<file path="src/rtl/conv_window_gen.sv">
// conv_window_gen: front end for the 3x3 convolution MAC.
//   Collects a serial 9-beat weight load into a shadow set and publishes it
//   atomically. It turns a raster-order pixel stream into 3x3 windows using
//   two line buffers and a 3x3 shift window (valid convolution, no padding).
// Ports:
//   clk, rst             clock, synchronous active-high reset
//   w_load, w_in         weight beat valid / data (beat n -> Weight_n)
//   pix_valid, pix_in    pixel stream, raster order
//   pix_ready            pixel accepted when pix_valid & pix_ready
//   in_valid, IFM_1..9   window valid / window (IFM_1 top-left, IFM_9 newest)
//   weight_valid         complete weight set on Weight_1..9
//   Weight_1..9          current weight set
//   frame_done           pulse alongside the last window of a frame
module conv_window_gen #(
  parameter int IMG_W = 8,
  parameter int IMG_H = 8
) (
  input  logic       clk,
  input  logic       rst,
  input  logic       w_load,
  input  logic [7:0] w_in,
  input  logic       pix_valid,
  input  logic [7:0] pix_in,
  output logic       pix_ready,
  output logic       in_valid,
  output logic [7:0] IFM_1,
  output logic [7:0] IFM_2,
  output logic [7:0] IFM_3,
  output logic [7:0] IFM_4,
  output logic [7:0] IFM_5,
  output logic [7:0] IFM_6,
  output logic [7:0] IFM_7,
  output logic [7:0] IFM_8,
  output logic [7:0] IFM_9,
  output logic       weight_valid,
  output logic [7:0] Weight_1,
  output logic [7:0] Weight_2,
  output logic [7:0] Weight_3,
  output logic [7:0] Weight_4,
  output logic [7:0] Weight_5,
  output logic [7:0] Weight_6,
  output logic [7:0] Weight_7,
  output logic [7:0] Weight_8,
  output logic [7:0] Weight_9,
  output logic       frame_done
);

  localparam int CW = (IMG_W > 1) ? $clog2(IMG_W) : 1;
  localparam int RW = (IMG_H > 1) ? $clog2(IMG_H) : 1;
  localparam logic [CW-1:0] COL_LAST = CW'(IMG_W - 1);
  localparam logic [RW-1:0] ROW_LAST = RW'(IMG_H - 1);

  localparam logic [1:0] S_IDLE   = 2'd0;
  localparam logic [1:0] S_W_LOAD = 2'd1;
  localparam logic [1:0] S_READY  = 2'd2;
  localparam logic [1:0] S_STREAM = 2'd3;

  logic [1:0]             state;
  logic [3:0]             wcnt;
  // Only beats 1..8 need a shadow slot; beat 9 goes straight to w_cur.
  logic [7:0][7:0]        w_shadow;
  logic [8:0][7:0]        w_cur;
  logic [CW-1:0]          col;
  logic [RW-1:0]          row;
  logic [IMG_W-1:0][7:0]  lb_old;   // row r-2 at column c
  logic [IMG_W-1:0][7:0]  lb_new;   // row r-1 at column c
  logic [2:0][2:0][7:0]   win;      // win[row][col], [2][2] is newest
  logic                   accept;
  logic                   col_last;
  logic                   row_last;

  assign pix_ready = (state == S_READY) || (state == S_STREAM);
  assign accept    = pix_valid & pix_ready;
  assign col_last  = (col == COL_LAST);
  assign row_last  = (row == ROW_LAST);

  always_ff @(posedge clk) begin
    if (rst) begin
      state        <= S_IDLE;
      wcnt         <= '0;
      w_shadow     <= '0;
      w_cur        <= '0;
      weight_valid <= 1'b0;
      col          <= '0;
      row          <= '0;
      lb_old       <= '0;
      lb_new       <= '0;
      win          <= '0;
      in_valid     <= 1'b0;
      frame_done   <= 1'b0;
    end else begin
      in_valid   <= 1'b0;
      frame_done <= 1'b0;

      case (state)
        S_IDLE: begin
          if (w_load) begin
            w_shadow[0] <= w_in;
            wcnt        <= 4'd1;
            state       <= S_W_LOAD;
          end
        end
        S_W_LOAD: begin
          if (w_load) begin
            if (wcnt == 4'd8) begin
              // Publish the whole set at once so no partial set is visible.
              w_cur        <= {w_in, w_shadow};
              weight_valid <= 1'b1;
              wcnt         <= '0;
              state        <= S_READY;
            end else begin
              w_shadow[wcnt[2:0]] <= w_in;
              wcnt                <= wcnt + 4'd1;
            end
          end
        end
        S_READY: begin
          // A pixel in the same cycle as w_load takes priority.
          if (accept) begin
            state <= S_STREAM;
          end else if (w_load) begin
            w_shadow[0] <= w_in;
            wcnt        <= 4'd1;
            state       <= S_W_LOAD;
          end
        end
        S_STREAM: begin
          if (accept && col_last && row_last) state <= S_READY;
        end
        default: state <= S_IDLE;
      endcase

      if (accept) begin
        for (int r = 0; r < 3; r++) begin
          win[r][0] <= win[r][1];
          win[r][1] <= win[r][2];
        end
        win[0][2]   <= lb_old[col];
        win[1][2]   <= lb_new[col];
        win[2][2]   <= pix_in;
        lb_old[col] <= lb_new[col];
        lb_new[col] <= pix_in;

        // Columns 0/1 only prime the window, so no window crosses a row wrap.
        in_valid   <= (row >= RW'(2)) && (col >= CW'(2));
        frame_done <= col_last && row_last;

        if (col_last) begin
          col <= '0;
          row <= row_last ? '0 : row + RW'(1);
        end else begin
          col <= col + CW'(1);
        end
      end
    end
  end

  assign IFM_1 = win[0][0];
  assign IFM_2 = win[0][1];
  assign IFM_3 = win[0][2];
  assign IFM_4 = win[1][0];
  assign IFM_5 = win[1][1];
  assign IFM_6 = win[1][2];
  assign IFM_7 = win[2][0];
  assign IFM_8 = win[2][1];
  assign IFM_9 = win[2][2];

  assign Weight_1 = w_cur[0];
  assign Weight_2 = w_cur[1];
  assign Weight_3 = w_cur[2];
  assign Weight_4 = w_cur[3];
  assign Weight_5 = w_cur[4];
  assign Weight_6 = w_cur[5];
  assign Weight_7 = w_cur[6];
  assign Weight_8 = w_cur[7];
  assign Weight_9 = w_cur[8];

endmodule
</file>
<file path="config.mk">
export PLATFORM = sky130hd
export DESIGN_NAME = conv_window_gen
export DESIGN_NICKNAME = d
export VERILOG_FILES = /design/src/rtl/conv_window_gen.sv
export SDC_FILE = /design/constraint.sdc
export NUM_CORES = 1
export LEC_CHECK = 0
export CORE_ASPECT_RATIO = 0.7
export CORE_UTILIZATION = 50
export CTS_BUF_LIST = sky130_fd_sc_hd__clkbuf_8
export DETAILED_ROUTE_END_ITERATION = 10
export GPL_TIMING_DRIVEN = 0
export PLACE_DENSITY = 0.73
export SYNTH_ARGS = -nofsm -noshare
export SYNTH_HDL_FRONTEND = slang
export SYNTH_SLANG_ARGS = --single-unit
</file>
<file path="constraint.sdc">
create_clock -name clk -period 2.85 [get_ports clk]
set_input_delay 0.4275 -clock clk [delete_from_list [all_inputs] [get_ports clk]]
set_output_delay 0.4275 -clock clk [all_outputs]
set_load 0.01 [all_outputs]
</file>
==> run metrics, run 1 <==
top-count cell post-synth nand2_1; drt pass-1 iters 6; ys async rst share 0%; area delta synth->final 21.9%; die area 27900 µm²; Cell variety after synth between 40 and 50; CTS tree yes; post-CTS sizing 0; DR vias/cell 5.50; #FFs+latches synth 351; CP Buf/Inv Count 3; DRC viols 0; reg-to-reg setup timing slack 0.53 ns; Worst path top cell family by delay buffers and inverters; most frequent cells after synthesis 397 x nand2_1, 351 x dfxtp_1, 203 x a21oi_1; critical setup path kind flip-flop to primary output; main flop type after synthesis dfxtp_1; Final Hold Fails 0; critical path launch point type flip-flop; Syn Nets 1528; number of core rows 50; GRT Residual Overflow 0; Ports ~170; mapped cell area 13600 µm²; max-slew violation count 0; average size of a mapped cell around 9.1 µm²; DRT Wirelength just under 40 mm; crit path from state[1]; Reg2Reg Depth 9; CP Depth 3; nets@finish 1730; initial DRC count 974; post-synthesis mux area share between 10% and 20%; post-cts hold buffer count 0; Arr. time, crit path 1.92 ns; Placed Area 15600 µm²; area leader, netlist dfxtp_1; Post-synth EDFFs 0; largest registers lb_new: 64 flops, lb_old: 64 flops, w_shadow: 64 flops; post-route clock period utilization 82.4%; Max-Cap Viols 0; minimum clock period 2.35 ns; Cells after Synth 1501; Critical Path Fanout Max 10; Reg2Reg Capture Point Weight_9[3]; largest cells by area after synthesis dfxtp_1 52%, nand2_1 11%, a21oi_1 7.5%; Final TNS setup 0 ns; Worst Clk Skew 0.0139 ns; initial antenna violation count 1; Yosys top cell area share 51.6%; Clk pin slew, worst setup/hold paths 0.07 ns; Adder-Cell Fraction of Synth Area less than 1%; die width 199 µm; Compound-Gate Fraction of Synth Area 13.1%; Pwr Density 559 nW/µm²; final setup fails 0; htree depth 2; share of cells above drive strength 1 11.9%; sequential share of the synthesized area around half; worst slew pin tran roughly 0.81 ns; Post-Synth Simple-Gate Area roughly a fifth; vias in the first global route around 11000; Post-CTS Repair Setup Buffers 0; CTS Sinks 351; DR WL/cell 18.6 µm; Core ar. 26800 µm²; Crit-path slowest cell clkdlybuf4s50_1; Starting Density 50.9%; routability cong. between 0.8 and 0.9; Leak 5.70 nW; global-route wire length before repair 60.7 mm; Ys Warns 0; XOR/XNOR Fraction of Synth Area 0%; r2r startpoint wcnt[0]; CP peak stage delay between 0.5 and 0.6 ns; cts bufs inserted 51; final core occ 62.0%; final hold slack 0.197 ns; Hold Crit Class input port to flip-flop; crit end category primary output; pin count of the biggest net entering global routing 13; worst skew pair latency 0.59 ns; dpl hpwl 27.8 mm; relative slew slack 46.0%; worst path cell trace buf_4 > clkbuf_1 > clkdlybuf4s50_1; peak supply drop 0.257 mV; clk buf depth 3; status completed; Detail Route Antenna Nets 0; Die H 140 µm; via count 11600; Critical Path RT between 2 and 2.5 ns; largest family of logic cells by synthesized area simple AND/OR/NAND/NOR gates; fin area 16600 µm²; port bufs 149; setup repair after global routing missed its margin false; Root Driver clkbuf_8; GRT Total Usage 27.8%; Filler Cells Inserted 2293; Critical Path Sink pix_ready; fmax 426 MHz
-- report_power, final --
part / switching, mW / internal (mW)
Combinational: 0.189 / 0.0446
Sequential: 0.00614 / 4.92
Clock: 1.92 / 2.20
-- routing by layer --
| layer | global-route usage [%] | wire [µm] |
|---|---|---|
| met1 | 41.6 | 17800 |
| met4 | 7.77 | 762 |
| met5 | 0 | 0 |
| met3 | 5.85 | 3910 |
| met2 | 40.0 | 16500 |
-- placed cells by master, fill, tap and decap left out, types with 10 or more instances in the layout --
cell type,instances
mux2i_1,65
dfxtp_1,351
mux4_2,30
buf_4,17
nand2_1,397
clkbuf_8,68
nor3_1,10
a211oi_1,61
nor2_1,155
clkbuf_1,68
buf_2,36
a211oi_2,12
clkdlybuf4s50_1,149
a21oi_1,203
inv_1,16
-- cell type report --
| class | instances | area (µm²) | share of cell area [%] |
|---|---|---|---|
| plain buffers | 128 | 642 | 3.86 |
| repair buffers | 149 | 1490 | 8.98 |
| clock buffers | 68 | 936 | 5.63 |
| diodes | 1 | 2.50 | 0.0151 |
| multi-input cells | 1017 | 5940 | 35.7 |
| inverters | 5 | 18.8 | 0.113 |
| well taps | 364 | 455 | 2.74 |
| clock inverters | 18 | 101 | 0.610 |
| flip-flops and latches | 351 | 7030 | 42.3 |
-- worst register-to-register path, delay by kind of cell (launching register included) --
family / cells / cell delay [ns]
AND/OR/NAND/NOR: 3 / 0.59
adder cells (fa/ha/maj): 1 / 0.25
buffers and inverters: 4 / 0.90
AO/OA/AOI/OAI: 1 / 0.17
flip-flops: 1 / 0.33
-- logic make-up after synthesis --
kind of cell | after synthesis
AND/OR/NAND/NOR | 608
flip-flops | 351
AO/OA/AOI/OAI | 298
buffers and inverters | 133
multiplexers | 104
adder cells (fa/ha/maj) | 7
-- worst min path at each step --
stage / from / endpoint / slack [ns] / cells past startpoint
after floorplan: w_shadow[40] / Weight_6[0] / 0.43 / 2
after global placement: w_shadow[56] / Weight_8[0] / 0.44 / 2
after detailed placement: w_shadow[56] / Weight_8[0] / 0.44 / 2
after CTS: w_load / wcnt[2] / 0.17 / 3
after global routing: w_load / wcnt[2] / 0.19 / 3
final: w_load / wcnt[2] / 0.20 / 3
-- through the flow --
stage / setup WS [ns] / power, mW / instances
5_1_grt: 0.341 / 9.53 / 2101
3_5_place_dp: 0.331 / 5.26 / 2014
4_1_cts: 0.491 / 9.30 / 2100
3_3_place_gp: 0.367 / 5.26 / 2014
6_report: 0.503 / 9.28 / 2101
2_1_floorplan: 0.871 / 5.17 / 1501
(Power assumes the default switching activity.)
==> run 2, diff against run 1 <==
Clock period 2.85 ns to 2.26 ns, I/O delays scaled along.
==> run metrics, run 2 (synthesized netlist as in run 1, its figures left out) <==
GR peak layer met1; met3 Usage GRT about 5.8%; area of the multi-input gates 5970 µm²; most common cell after layout, fill and taps aside nand2_1; drt pass-1 iters 6; Ports 168; relative slew slack 47.2%; DRC viols 0; initial antenna violation count 1; DRT Wirelength 39.1 mm; switching fraction of total power 22.8%; status completed; Critical Path RT between 2 and 3 ns; final setup fails 0; power share of the clock group 44.3%; CTS Sinks around 350; fmax ~450 MHz; initial DRC count 977; worst skew pair latency 0.58 ns; post-route clock period utilization a little over nine tenths; Switch Pwr ~2.7 mW; via count 11600; dpl hpwl 27.8 mm; GRT Total Usage 27.8%; number of core rows 50; Detail Route Antenna Nets 0; sequential power share between 50% and 60%; P_int 9.04 mW; peak supply drop 0.324 mV; Clk pin slew, worst setup/hold paths 0.06 ns; CTS tree yes; Hold Crit Class input port to flip-flop; Root Driver clkbuf_8; Filler Cells Inserted around 2300; max-slew violation count 0; Leak 5.74 nW; total power 11.7 mW; area delta synth->final 22.6%; post-cts hold buffer count 0; met1 Use GR 41.6%; final hold slack 0.119 ns; global-route wire length before repair 60.7 mm; Max-Cap Viols 0; Core ar. 26800 µm²; Arr. time, crit path about 2.6 ns; largest registers lb_new: 64 flops, lb_old: 64 flops, w_shadow: 64 flops; minimum clock period 2.20 ns; met2 Track Usage GR 40.1%; combinational power share 2.7%; cts bufs inserted 51; Final Hold Fails 0; GRT Residual Overflow 0; vias in the first global route roughly 11000; die area 27900 µm²; critical setup path kind flip-flop to flip-flop; Worst Clk Skew between 0.01 and 0.015 ns; Pwr Density 701 nW/µm²; htree depth 2; DR WL/cell 18.6 µm; DR vias/cell 5.50; worst slew pin tran ~0.79 ns; Critical Path Fanout Max 10; clk buf depth 3; Die H 140 µm; Starting Density 50.9%; port bufs 149; nets@finish 1736; die width 199 µm; routability cong. a little under 0.9; share of cells above drive strength 1 12.5%; Register Area 7030 µm²; critical path launch point type flip-flop; crit end category flip-flop; pin count of the biggest net entering global routing 13; most frequent cells in the layout 396 x nand2_1, 351 x dfxtp_1, 202 x a21oi_1, 155 x nor2_1, 148 x clkdlybuf4s50_1
run 2: final timing paths:
| check | cells past startpoint | endpoint | startpoint | slack [ns] |
|---|---|---|---|---|
| max | 10 | Weight_8[4] | wcnt[0] | 0.06 |
| min reg2reg | 2 | Weight_8[0] | w_shadow[56] | 0.45 |
| min | 3 | wcnt[2] | w_load | 0.12 |
| max reg2reg | 10 | Weight_8[4] | wcnt[0] | 0.06 |
run 2: cell type report:
class	instances	share of cell area, %
well taps	364	2.73
flip-flops and latches	351	42.1
clock buffers	68	5.60
repair buffers	155	9.19
diodes	1	0.0150
inverters	5	0.157
plain buffers	128	3.92
multi-input cells	1017	35.7
clock inverters	18	0.607
run 2: worst max-delay path, cell delays in order (launching register included):
cell        delay, ns
dfxtp_1          0.34
clkbuf_4         0.25
clkinvlp_4       0.15
ha_1             0.26
and3b_1          0.17
buf_2            0.16
and2_1           0.14
clkbuf_4         0.21
clkbuf_4         0.22
nand2_1          0.08
a21oi_1          0.07
run 2: stage by stage:
stage | cell area (µm²) | std cells | setup slack (ns) | TNS, ns | util [%]
6_report | 16700 | 2107 | 0.0596 | 0 | 62.4
5_1_grt | 16700 | 2107 | -0.0406 | -0.342 | 62.4
4_1_cts | 16600 | 2102 | 0.0421 | 0 | 62.1
3_5_place_dp | 15600 | 2014 | -0.171 | -3.02 | 58.2
3_3_place_gp | 15600 | 2014 | -0.135 | -1.52 | 58.2
2_1_floorplan | 13600 | 1501 | 0.281 | 0 | -
run 2: power by group through the flow:
stage	clock [mW]	sequential, mW	combinational [mW]
2_1_floorplan	0	6.34	0.179
3_3_place_gp	0	6.35	0.283
3_5_place_dp	0	6.35	0.286
4_1_cts	5.23	6.21	0.291
5_1_grt	5.50	6.21	0.330
6_report	5.19	6.21	0.313
run 2: repair_timing:
action / in CTS / in global routing
buffers inserted: 2 / 4
pin swaps: 1 / 0
setup endpoints to repair: 10 / 100
gates resized for setup: 2 / 12
run 2: routing by layer:
layer | share of wire, % | up-vias
met5 | 0 | -
met4 | 2.0 | 0
met3 | 9.9 | 68
met2 | 42 | 523
met1 | 46 | 5519
li1 | - | 5479
